## src/rtl/level_trigger_multi.sv

```systemverilog
// Multi-channel level trigger with per-channel hysteresis and holdoff.
// The block sits inline on an AXI4-Stream path and adds one register stage.
// Trigger flags leave on the same beat as the data that caused them.
module level_trigger_multi #(
    parameter int unsigned NUM_CH    = 2,
    parameter int unsigned CH_W      = 16,
    parameter int unsigned HOLDOFF_W = 16
) (
    input  logic                     stream_clk,
    input  logic                     resetn,
    output logic                     s_tready,
    input  logic                     s_tvalid,
    input  logic [NUM_CH*CH_W-1:0]   s_tdata,
    input  logic                     m_tready,
    output logic                     m_tvalid,
    output logic [NUM_CH*CH_W-1:0]   m_tdata,
    input  logic [NUM_CH*CH_W-1:0]   level,
    input  logic [NUM_CH*CH_W-1:0]   hyst,
    input  logic [HOLDOFF_W-1:0]     holdoff,
    output logic [NUM_CH-1:0]        trig_rising,
    output logic [NUM_CH-1:0]        trig_falling,
    output logic                     trig_any
);

    // Two guard bits keep L-h and L+h free of wrap for any L and h.
    localparam int unsigned EXT_W = CH_W + 2;

    typedef enum logic [1:0] {
        ST_MID   = 2'd0,
        ST_BELOW = 2'd1,
        ST_ABOVE = 2'd2
    } ch_state_t;

    logic              acc;
    logic [NUM_CH-1:0] trig_rise_c;
    logic [NUM_CH-1:0] trig_fall_c;

    // Ready whenever the output register is empty or being drained this cycle.
    assign s_tready = !m_tvalid || m_tready;
    assign acc      = s_tvalid && s_tready;

    for (genvar i = 0; i < NUM_CH; i++) begin : g_ch
        logic signed [EXT_W-1:0] x_e;
        logic signed [EXT_W-1:0] l_e;
        logic signed [EXT_W-1:0] h_e;
        logic signed [EXT_W-1:0] lo_e;
        logic signed [EXT_W-1:0] hi_e;
        ch_state_t               state_q;
        ch_state_t               state_d;
        logic [HOLDOFF_W-1:0]    cnt_q;
        logic [HOLDOFF_W-1:0]    cnt_d;
        logic                    rise_evt;
        logic                    fall_evt;
        logic                    rise_trig;
        logic                    fall_trig;

        assign x_e  = {{2{s_tdata[i*CH_W + CH_W - 1]}}, s_tdata[i*CH_W +: CH_W]};
        assign l_e  = {{2{level[i*CH_W + CH_W - 1]}}, level[i*CH_W +: CH_W]};
        assign h_e  = {2'b00, hyst[i*CH_W +: CH_W]};
        assign lo_e = l_e - h_e;
        assign hi_e = l_e + h_e;

        // Channel state and holdoff counter registers.
        always_ff @(posedge stream_clk or negedge resetn) begin
            if (!resetn) begin
                state_q <= ST_MID;
                cnt_q   <= '0;
            end else begin
                state_q <= state_d;
                cnt_q   <= cnt_d;
            end
        end

        // Hysteresis FSM, crossing events and holdoff; advances only on an accepted beat.
        always_comb begin
            state_d   = state_q;
            cnt_d     = cnt_q;
            rise_evt  = 1'b0;
            fall_evt  = 1'b0;
            rise_trig = 1'b0;
            fall_trig = 1'b0;
            if (acc) begin
                rise_evt  = (state_q == ST_BELOW) && (x_e >= l_e);
                fall_evt  = (state_q == ST_ABOVE) && (x_e <= l_e);
                rise_trig = rise_evt && (cnt_q == '0);
                fall_trig = fall_evt && (cnt_q == '0);

                if (x_e < lo_e) begin
                    state_d = ST_BELOW;
                end else if (x_e > hi_e) begin
                    state_d = ST_ABOVE;
                end else if (rise_evt || fall_evt) begin
                    state_d = ST_MID;
                end

                if (rise_trig || fall_trig) begin
                    cnt_d = holdoff;
                end else if (cnt_q != '0) begin
                    cnt_d = cnt_q - HOLDOFF_W'(1);
                end
            end
        end

        assign trig_rise_c[i] = rise_trig;
        assign trig_fall_c[i] = fall_trig;
    end

    // Output register stage: load on accept, clear valid and flags once drained.
    always_ff @(posedge stream_clk or negedge resetn) begin
        if (!resetn) begin
            m_tvalid     <= 1'b0;
            m_tdata      <= '0;
            trig_rising  <= '0;
            trig_falling <= '0;
            trig_any     <= 1'b0;
        end else if (acc) begin
            m_tvalid     <= 1'b1;
            m_tdata      <= s_tdata;
            trig_rising  <= trig_rise_c;
            trig_falling <= trig_fall_c;
            trig_any     <= |{trig_rise_c, trig_fall_c};
        end else if (m_tready) begin
            m_tvalid     <= 1'b0;
            trig_rising  <= '0;
            trig_falling <= '0;
            trig_any     <= 1'b0;
        end
    end

endmodule

```

## config.mk

```make
export PLATFORM = sky130hd
export DESIGN_NAME = level_trigger_multi
export DESIGN_NICKNAME = d
export VERILOG_FILES = /design/src/rtl/level_trigger_multi.sv
export SDC_FILE = /design/constraint.sdc
export NUM_CORES = 1
export LEC_CHECK = 0
export CORE_UTILIZATION = 56
export CTS_CLUSTER_DIAMETER = 50
export DETAILED_ROUTE_END_ITERATION = 12
export PLACE_DENSITY = 0.83
export SYNTH_ARGS = -nofsm -noshare
export SYNTH_HDL_FRONTEND = slang
export SYNTH_SLANG_ARGS = --single-unit
```

## constraint.sdc

```tcl
create_clock -name stream_clk -period 3.23 [get_ports stream_clk]
set_input_delay 0.8075 -clock stream_clk [delete_from_list [all_inputs] [get_ports stream_clk]]
set_output_delay 0.8075 -clock stream_clk [all_outputs]
set_load 0.01 [all_outputs]
```

==> flow_summary.ini, run 1 <==
[run_status]
tool.error = [ERROR GRT-0232] Routing congestion too high. Check the congestion heatmap in the GUI.
stop_stage = global routing
outcome = aborted with a tool error

[logic_synthesis]
yosysUniqueCellTypes = 81
synth_compound_area_share_pct = 23.95
synth.area.top_cells = ha_1, dfrtp_1, inv_1, nand2_1, a21oi_1
synth-edff-count = 0
synth_simple_gate_area_share_pct = 19.77
ys_warn_count = 0
synth_top_family_by_area = compound AO/OA/AOI/OAI gates
synthDominantCellAreaShare_pct = 22.90
synth_commonest_cells = ha_1, inv_1, nand2_1, a21oi_1, dfrtp_1
syn_area_um2 = 9398
syn_inst = 1191
synth_xor_area_share_pct = 5.312
synthFlopType = dfrtp_1
ys_seq_elements = 74
avgSynthCellArea_um2 = 7.891
synthAdderAreaFrac_pct = 23.75
mappedNetlistNets = 1483
ys_seq_area_share_pct = 19.70
synth_largest_area_cell = ha_1
synthMuxAreaShare_pct = 0.3195
yosysMostFrequentCell = ha_1
async_flop_share_pct = 100.0

[clock_network]
htreeDepth = 3
cts_sinks = 74
clock_path_buffers = 2
cts_inserted_buffers = 9
cts-root-buf = clkbuf_16

[placed_design]
hpwl_um = 23580
place.gp.congestion = 0.9496
place_area_um2 = 12840
io_buffers = 154

[global_route]
grt_antenna_before_repair = 8
track_usage_pct = 71.00
grt-ovfl-total = 56
grt_max_degree = 75

[floorplan]
rows = 46
die_x_um = 131.5
num_io_pins = 155
initial_core_util_pct = 58.32
chipHeight_um = 131.5

[sta]
crit_endpoint = g_ch[0].state_q[0]$_DFFE_PN0P_/D
worst-ep-kind = sequential cell input
kinds of logic after synthesis:
kind of cell / Yosys count
flops: 74
mux: 3
simple gates: 371
xor+xnor: 57
buf+inv: 175
fa+ha+maj: 176
compound gates: 335
what timing repair did:
| action | CTS |
|---|---|
| cloned | 4 |
| setup endpoints to repair | 37 |
| hold buffers | 0 |
| setup buffers | 37 |
| resized for setup | 207 |
| pin swaps | 79 |
| endpoints found under the hold margin | 0 |
routing by layer:
layer  track usage, %  GRT overflow
met4            72.03            17
met3            51.39             2
met2            93.00            36
met1            70.26             1
met5            4.971             0
metrics by stage:
| stage | std cells | setup WS [ns] | hold WS [ns] | util (%) |
|---|---|---|---|---|
| 2_1_floorplan | 1191 | -0.6724 | 0.4537 | - |
| 3_3_place_gp | 1750 | -1.464 | 0.4572 | 79.65 |
| 3_5_place_dp | 1750 | -1.590 | 0.4614 | 79.65 |
| 4_1_cts | 1806 | -0.7202 | 0.4804 | 86.69 |
==> run 2, diff against run 1 <==
CORE_UTILIZATION = 40   (was 56)
CTS_CLUSTER_DIAMETER = not set   (was 50)
PLACE_DENSITY = not set   (was 0.83)
PLACE_DENSITY_LB_ADDON = 0.15   (was not set)
==> flow_summary.ini, run 2 <==
[logic_synthesis]
syn_area_um2 = 9398
yosysMostFrequentCell = ha_1
avgSynthCellArea_um2 = 7.891
synthDominantCellAreaShare_pct = 22.90
ys_seq_elements = 74
async_flop_share_pct = 100.0
mappedNetlistNets = 1483
synth.area.top_cells = ha_1, dfrtp_1, inv_1, nand2_1, a21oi_1
syn_inst = 1191
synth_largest_area_cell = ha_1
ys_warn_count = 0
synth-edff-count = 0
synth_commonest_cells = ha_1, inv_1, nand2_1, a21oi_1, dfrtp_1
ys_seq_area_share_pct = 19.70
yosysUniqueCellTypes = 81
synthFlopType = dfrtp_1

[worst_hold_path]
hp-start = m_tdata[23]$_DFFE_PN0P_
hold_class = reg -> reg

[sta]
period_share_pct = 119.6
final.min_clock_period_ns = 3.863
tns_ns = -2.016
holdWs_ns = 0.4771
clock_skew_ns = 0.009560
setup_ws_ns = -0.6333
rsz0062_at_grt = yes
worstMarginPinSlew_ns = 1.034
fmax_mhz = 258.8
slew_viol_final = 0
slew_headroom_pct = 31.05
hold_viol = 0
setup_viol = 5

[setup_path]
cp-end-kind = flip-flop
crit_slowest_cell = a311oi_4
ff2ff_setup_slack_ns = 0.09
crit_chain = clkdlybuf4s15_1, inv_2, ha_4, buf_6, o31a_1, a311oi_4, o31ai_4, a31oi_2, a21oi_2, xor2_1, ha_1, a21o_1, a21o_1, a21oi_2, o21ai_2, a21oi_1, o32a_1, o311ai_4, nand2b_4
cp_max_fo = 5
cp_top_family = compound AO/OA/AOI/OAI gates
critical_path_class = in -> reg
worstReg2RegStart = g_ch[1].cnt_q[5]$_DFFE_PN0P_
worstPathRequired_ns = 3.52
worstPathArrival_ns = 4.15
crit_start = hyst[6]
crit_path_max_incr_delay_ns = 0.38
path_buf_inv = 3
critPathLaunchType = primary input

[cells_and_area]
fillers = 1967
regArea_um2 = 1852
antenna_cells = 0
final_util_pct = 64.41
drive_above_1_share_pct = 32.46
design_area_um2 = 14720
layout_commonest_cell = buf_4
fin_cells = 1912
nets = 1886
top_regs = g_ch.cnt_q x32, m_tdata x32, g_ch.state_q x4
multi_input_area_um2 = 7965
final_cell_mix = buf_4, nand2_1, ha_1
area_growth_pct = 56.60

[floorplan]
dieArea_um2 = 24110
die_x_um = 155.3
initial_core_util_pct = 41.13
chipHeight_um = 155.3
core_um2 = 22850
num_io_pins = 155
rows = 55

[route]
routed_wl_um = 31220
vias_per_cell = 5.304
drtAntennaViolNets = 0
drc = 0
wl_per_cell_um = 16.33
first_iter_violations = 406
num_vias = 10140
dr.pass1.iters = 5

[global_route]
grt-ovfl-total = 0
grt_antenna_before_repair = 0
track_usage_pct = 24.97
grt_max_degree = 75
grt_pass1_wl_um = 48290
grt_pass1_vias = 9786

[pwr]
p_sw_share_pct = 40.60
finalPower_mw = 5.351
powerDensity_nw_per_um2 = 363.6
combPwrFrac_pct = 53.0
p_int_mw = 3.179
vdd_drop_max_v = 0.0002413
p_seq_share_pct = 26.2
p_sw_mw = 2.173
p_leak_nw = 7.047
p_clk_share_pct = 20.7

[clock_network]
cts_sinks = 74
clock_path_buffers = 2
cts_inserted_buffers = 9
clock_latency_ns = 0.35
cts-root-buf = clkbuf_16
htreeDepth = 3
cts_tree = done
clk_pin_slew_ns = 0.07

[placed_design]
io_buffers = 154
placed_cells = 1849
place_ws_ns = -1.627
place.gp.congestion = 0.8891
hpwl_um = 23550
place_area_um2 = 12960

[run_status]
failed_checks = setup timing
outcome = complete, but fails checks

[job]
drv_cap = 0
run 2: kinds of logic after synthesis:
group / synth area share, %
compound gates: 23.95
xor+xnor: 5.312
fa+ha+maj: 23.75
buf+inv: 7.189
flops: 19.70
mux: 0.3195
simple gates: 19.77
run 2: worst reg2reg max path, stage by stage, from the launching register on:
cell      delay, ns
dfrtp_1        0.43
or4_1          0.61
nor4_4         0.43
nand3_1        0.18
nor4_1         0.27
a2111o_2       0.19
buf_6          0.10
nor2_4         0.05
buf_6          0.13
buf_16         0.13
a211o_1        0.29
a22oi_1        0.24
run 2: final cells by class:
| type | instances | share of cell area, % |
|---|---|---|
| Multi-Input combinational cell | 942 | 54.12 |
| Clock inverter | 7 | 0.5696 |
| Sequential cell | 74 | 12.58 |
| Timing Repair Buffer | 424 | 24.83 |
| Clock buffer | 9 | 1.530 |
| Inverter | 143 | 3.698 |
| Tap cell | 313 | 2.661 |
run 2: worst paths after layout:
check                                                 end  cells past startpoint
setup / recovery           g_ch[0].state_q[0]$_DFFE_PN0P_                     19
setup reg to reg             g_ch[1].cnt_q[9]$_DFFE_PN0P_                     11
hold reg to reg                   m_tdata[23]$_DFFE_PN0P_                      2
min in group asynchronous   g_ch[1].cnt_q[12]$_DFFE_PN0P_                      1
hold / removal                    m_tdata[23]$_DFFE_PN0P_                      2
max in group asynchronous          m_tdata[9]$_DFFE_PN0P_                      1
run 2: power groups by stage:
stage          Combinational [mW]  Clock, mW  Sequential (mW)
3_3_place_gp                 2.42          0             1.40
5_1_grt                      3.13       1.17             1.44
2_1_floorplan                1.46          0             1.36
6_report                     2.84       1.11             1.40
4_1_cts                      2.63       1.13             1.39
3_5_place_dp                 2.47          0             1.40
run 2: timing repair:
action | in CTS | in global routing
setup endpoints to repair | 38 | 38
gates resized for setup | 218 | 167
hold buffers | 0 | 0
cloned | 3 | 3
setup buffers | 25 | 20
pin swaps | 95 | 123
run 2: metal layers:
layer / GRT usage [%] / part of all wire, %
met5: 0 / 0
met1: 34.06 / 47
met4: 4.622 / 0.96
met2: 42.32 / 48
met3: 3.203 / 4.6
No activity file was read; power rests on OpenSTA's default activity.
==> run 3, diff against run 2 <==
CAP_MARGIN = 10   (was not set)
==> results of run 3 <==
The final DEF is identical to that of run 2; final timing and power are the same.
==> run 4, diff against run 3 <==
CORE_UTILIZATION = 45   (was 40)
SETUP_SLACK_MARGIN = 0.15   (was not set)
==> flow_summary.ini, run 4 (same netlist as run 2, synthesis figures left out) <==
[run_status]
outcome = complete, but fails checks
failed_checks = setup timing

[global_route]
grt_pass1_vias = 10310
grt_pass1_wl_um = 49110
grt_antenna_before_repair = 0
grt_max_degree = 75
track_usage_pct = 28.19
grt-ovfl-total = 0

[floorplan]
dieArea_um2 = 21470
core_um2 = 20360
rows = 52
chipHeight_um = 146.5
initial_core_util_pct = 46.15
num_io_pins = 155
die_x_um = 146.5

[sta]
slew_viol_final = 0
rsz0062_at_grt = yes
slew_headroom_pct = 31.62
setup_ws_ns = -0.6320
tns_ns = -2.224
fmax_mhz = 258.9
final.min_clock_period_ns = 3.862
hold_viol = 0
clock_skew_ns = 0.008738
worstMarginPinSlew_ns = 1.026
period_share_pct = 119.6
setup_viol = 4

[clock_network]
htreeDepth = 3
clock_path_buffers = 2
clock_latency_ns = 0.35
cts_tree = done
cts_sinks = 74
cts-root-buf = clkbuf_16
cts_inserted_buffers = 9
clk_pin_slew_ns = 0.07

[setup_path]
crit_slowest_cell = or3_4
worstPathRequired_ns = 3.47
cp-end-kind = flip-flop
crit_chain = buf_8, ha_4, inv_2, fa_2, o21bai_4, a21oi_2, o21bai_2, a211oi_2, or3_4, a31oi_4, mux2i_1, and4_4, ha_4, a21o_1, a21oi_2, o21ai_2, o32a_1, o311ai_4, nand2b_4
critPathLaunchType = primary input
cp_top_family = compound AO/OA/AOI/OAI gates
crit_start = hyst[0]
path_buf_inv = 2
worstReg2RegStart = g_ch[1].cnt_q[12]$_DFFE_PN0P_
crit_path_max_incr_delay_ns = 0.41
cp_max_fo = 2
worstPathArrival_ns = 4.10
critical_path_class = in -> reg

[placed_design]
io_buffers = 154
hpwl_um = 23370
place.gp.congestion = 0.9283

[cells_and_area]
drive_above_1_share_pct = 35.22
top_regs = g_ch.cnt_q x32, m_tdata x32, g_ch.state_q x4
layout_commonest_cell = buf_4
final_cell_mix = buf_4, nand2_1, ha_1
fillers = 1603
area_growth_pct = 55.74
nets = 1880
antenna_cells = 0

[job]
drv_cap = 0

[pwr]
finalPower_mw = 5.331
powerDensity_nw_per_um2 = 364.2
vdd_drop_max_v = 0.0002801
p_leak_nw = 6.910

[worst_hold_path]
hold_class = reg -> reg
hp-start = m_tdata[14]$_DFFE_PN0P_

[route]
wl_per_cell_um = 16.76
dr.pass1.iters = 4
first_iter_violations = 426
routed_wl_um = 31220
vias_per_cell = 5.522
drc = 0
num_vias = 10290
drtAntennaViolNets = 0
==> run 4: cell types whose count changed in the layout (fill, tap and decap cells not counted), moves of 4 or more <==
cell / delta
ha_4: +6
buf_4: -9
inv_1: -10
dlymetal6s2s_1: -13
buf_6: +9
ha_1: -4
inv_2: +8
clkdlybuf4s15_1: -8
buf_2: +12
clkdlybuf4s15_2: +6
a211oi_1: -4
dlygate4sd2_1: -4
==> run 4: power breakdown <==
group | internal (mW) | switching [mW]
sequential | 1.15 | 0.251
clock | 0.613 | 0.487
combinational | 1.41 | 1.42
total | 3.17 | 2.16
==> run 4: through the flow <==
| step | utilization (%) | instance area, um2 | cells | setup WS (ns) | hold WS, ns |
|---|---|---|---|---|---|
| final | 71.87 | 14640 | 1863 | -0.6320 | 0.4745 |
| after global routing | 71.87 | 14640 | 1863 | -0.7277 | 0.5009 |
| after floorplan | - | 9519 | 1191 | -0.6724 | 0.4537 |
| after detailed placement | 63.33 | 12900 | 1800 | -1.600 | 0.4616 |
| after CTS | 68.74 | 14000 | 1844 | -0.6638 | 0.4791 |
| after global placement | 63.33 | 12900 | 1800 | -1.518 | 0.4589 |
==> run 4: area by class of cell <==
cell class / count / area (um2) / share of cell area [%]
well taps: 270 / 337.8 / 2.308
repair buffers: 418 / 3528 / 24.11
clock inverters: 7 / 81.33 / 0.5557
inverters: 143 / 549.3 / 3.753
clock buffers: 9 / 225.2 / 1.539
flip-flops and latches: 74 / 1852 / 12.65
multi-input cells: 942 / 8063 / 55.09
==> run 4: timing repair <==
item	in CTS	in global routing
hold buffers	0	0
pin swaps	110	116
cloned	4	0
resized for setup	321	161
endpoints found under the setup margin	40	37
buffers inserted	24	19
==> run 4: final timing paths <==
path | end | slack (ns) | cells past startpoint
min in group asynchronous | g_ch[1].cnt_q[13]$_DFFE_PN0P_ | 0.64 | 1
max in group asynchronous | m_tdata[9]$_DFFE_PN0P_ | 1.94 | 1
hold / removal | m_tdata[14]$_DFFE_PN0P_ | 0.47 | 2
hold reg to reg | m_tdata[14]$_DFFE_PN0P_ | 0.47 | 2
setup reg to reg | g_ch[1].cnt_q[7]$_DFFE_PN0P_ | 0.21 | 10
setup / recovery | g_ch[0].state_q[0]$_DFFE_PN0P_ | -0.63 | 19
==> run 4: routing by layer <==
metal | track usage, % | vias up | routed length (um)
li1 | - | 5035 | -
met3 | 4.094 | 43 | 1652
met2 | 48.76 | 294 | 15170
met4 | 7.344 | 0 | 607
met1 | 36.53 | 4915 | 13790
met5 | 0 | - | 0
==> run 4: worst min-delay path, stage by stage (launching register included) <==
cell and delay (ns):
dfrtp_1 0.34, nand2_1 0.05, nand2_1 0.06
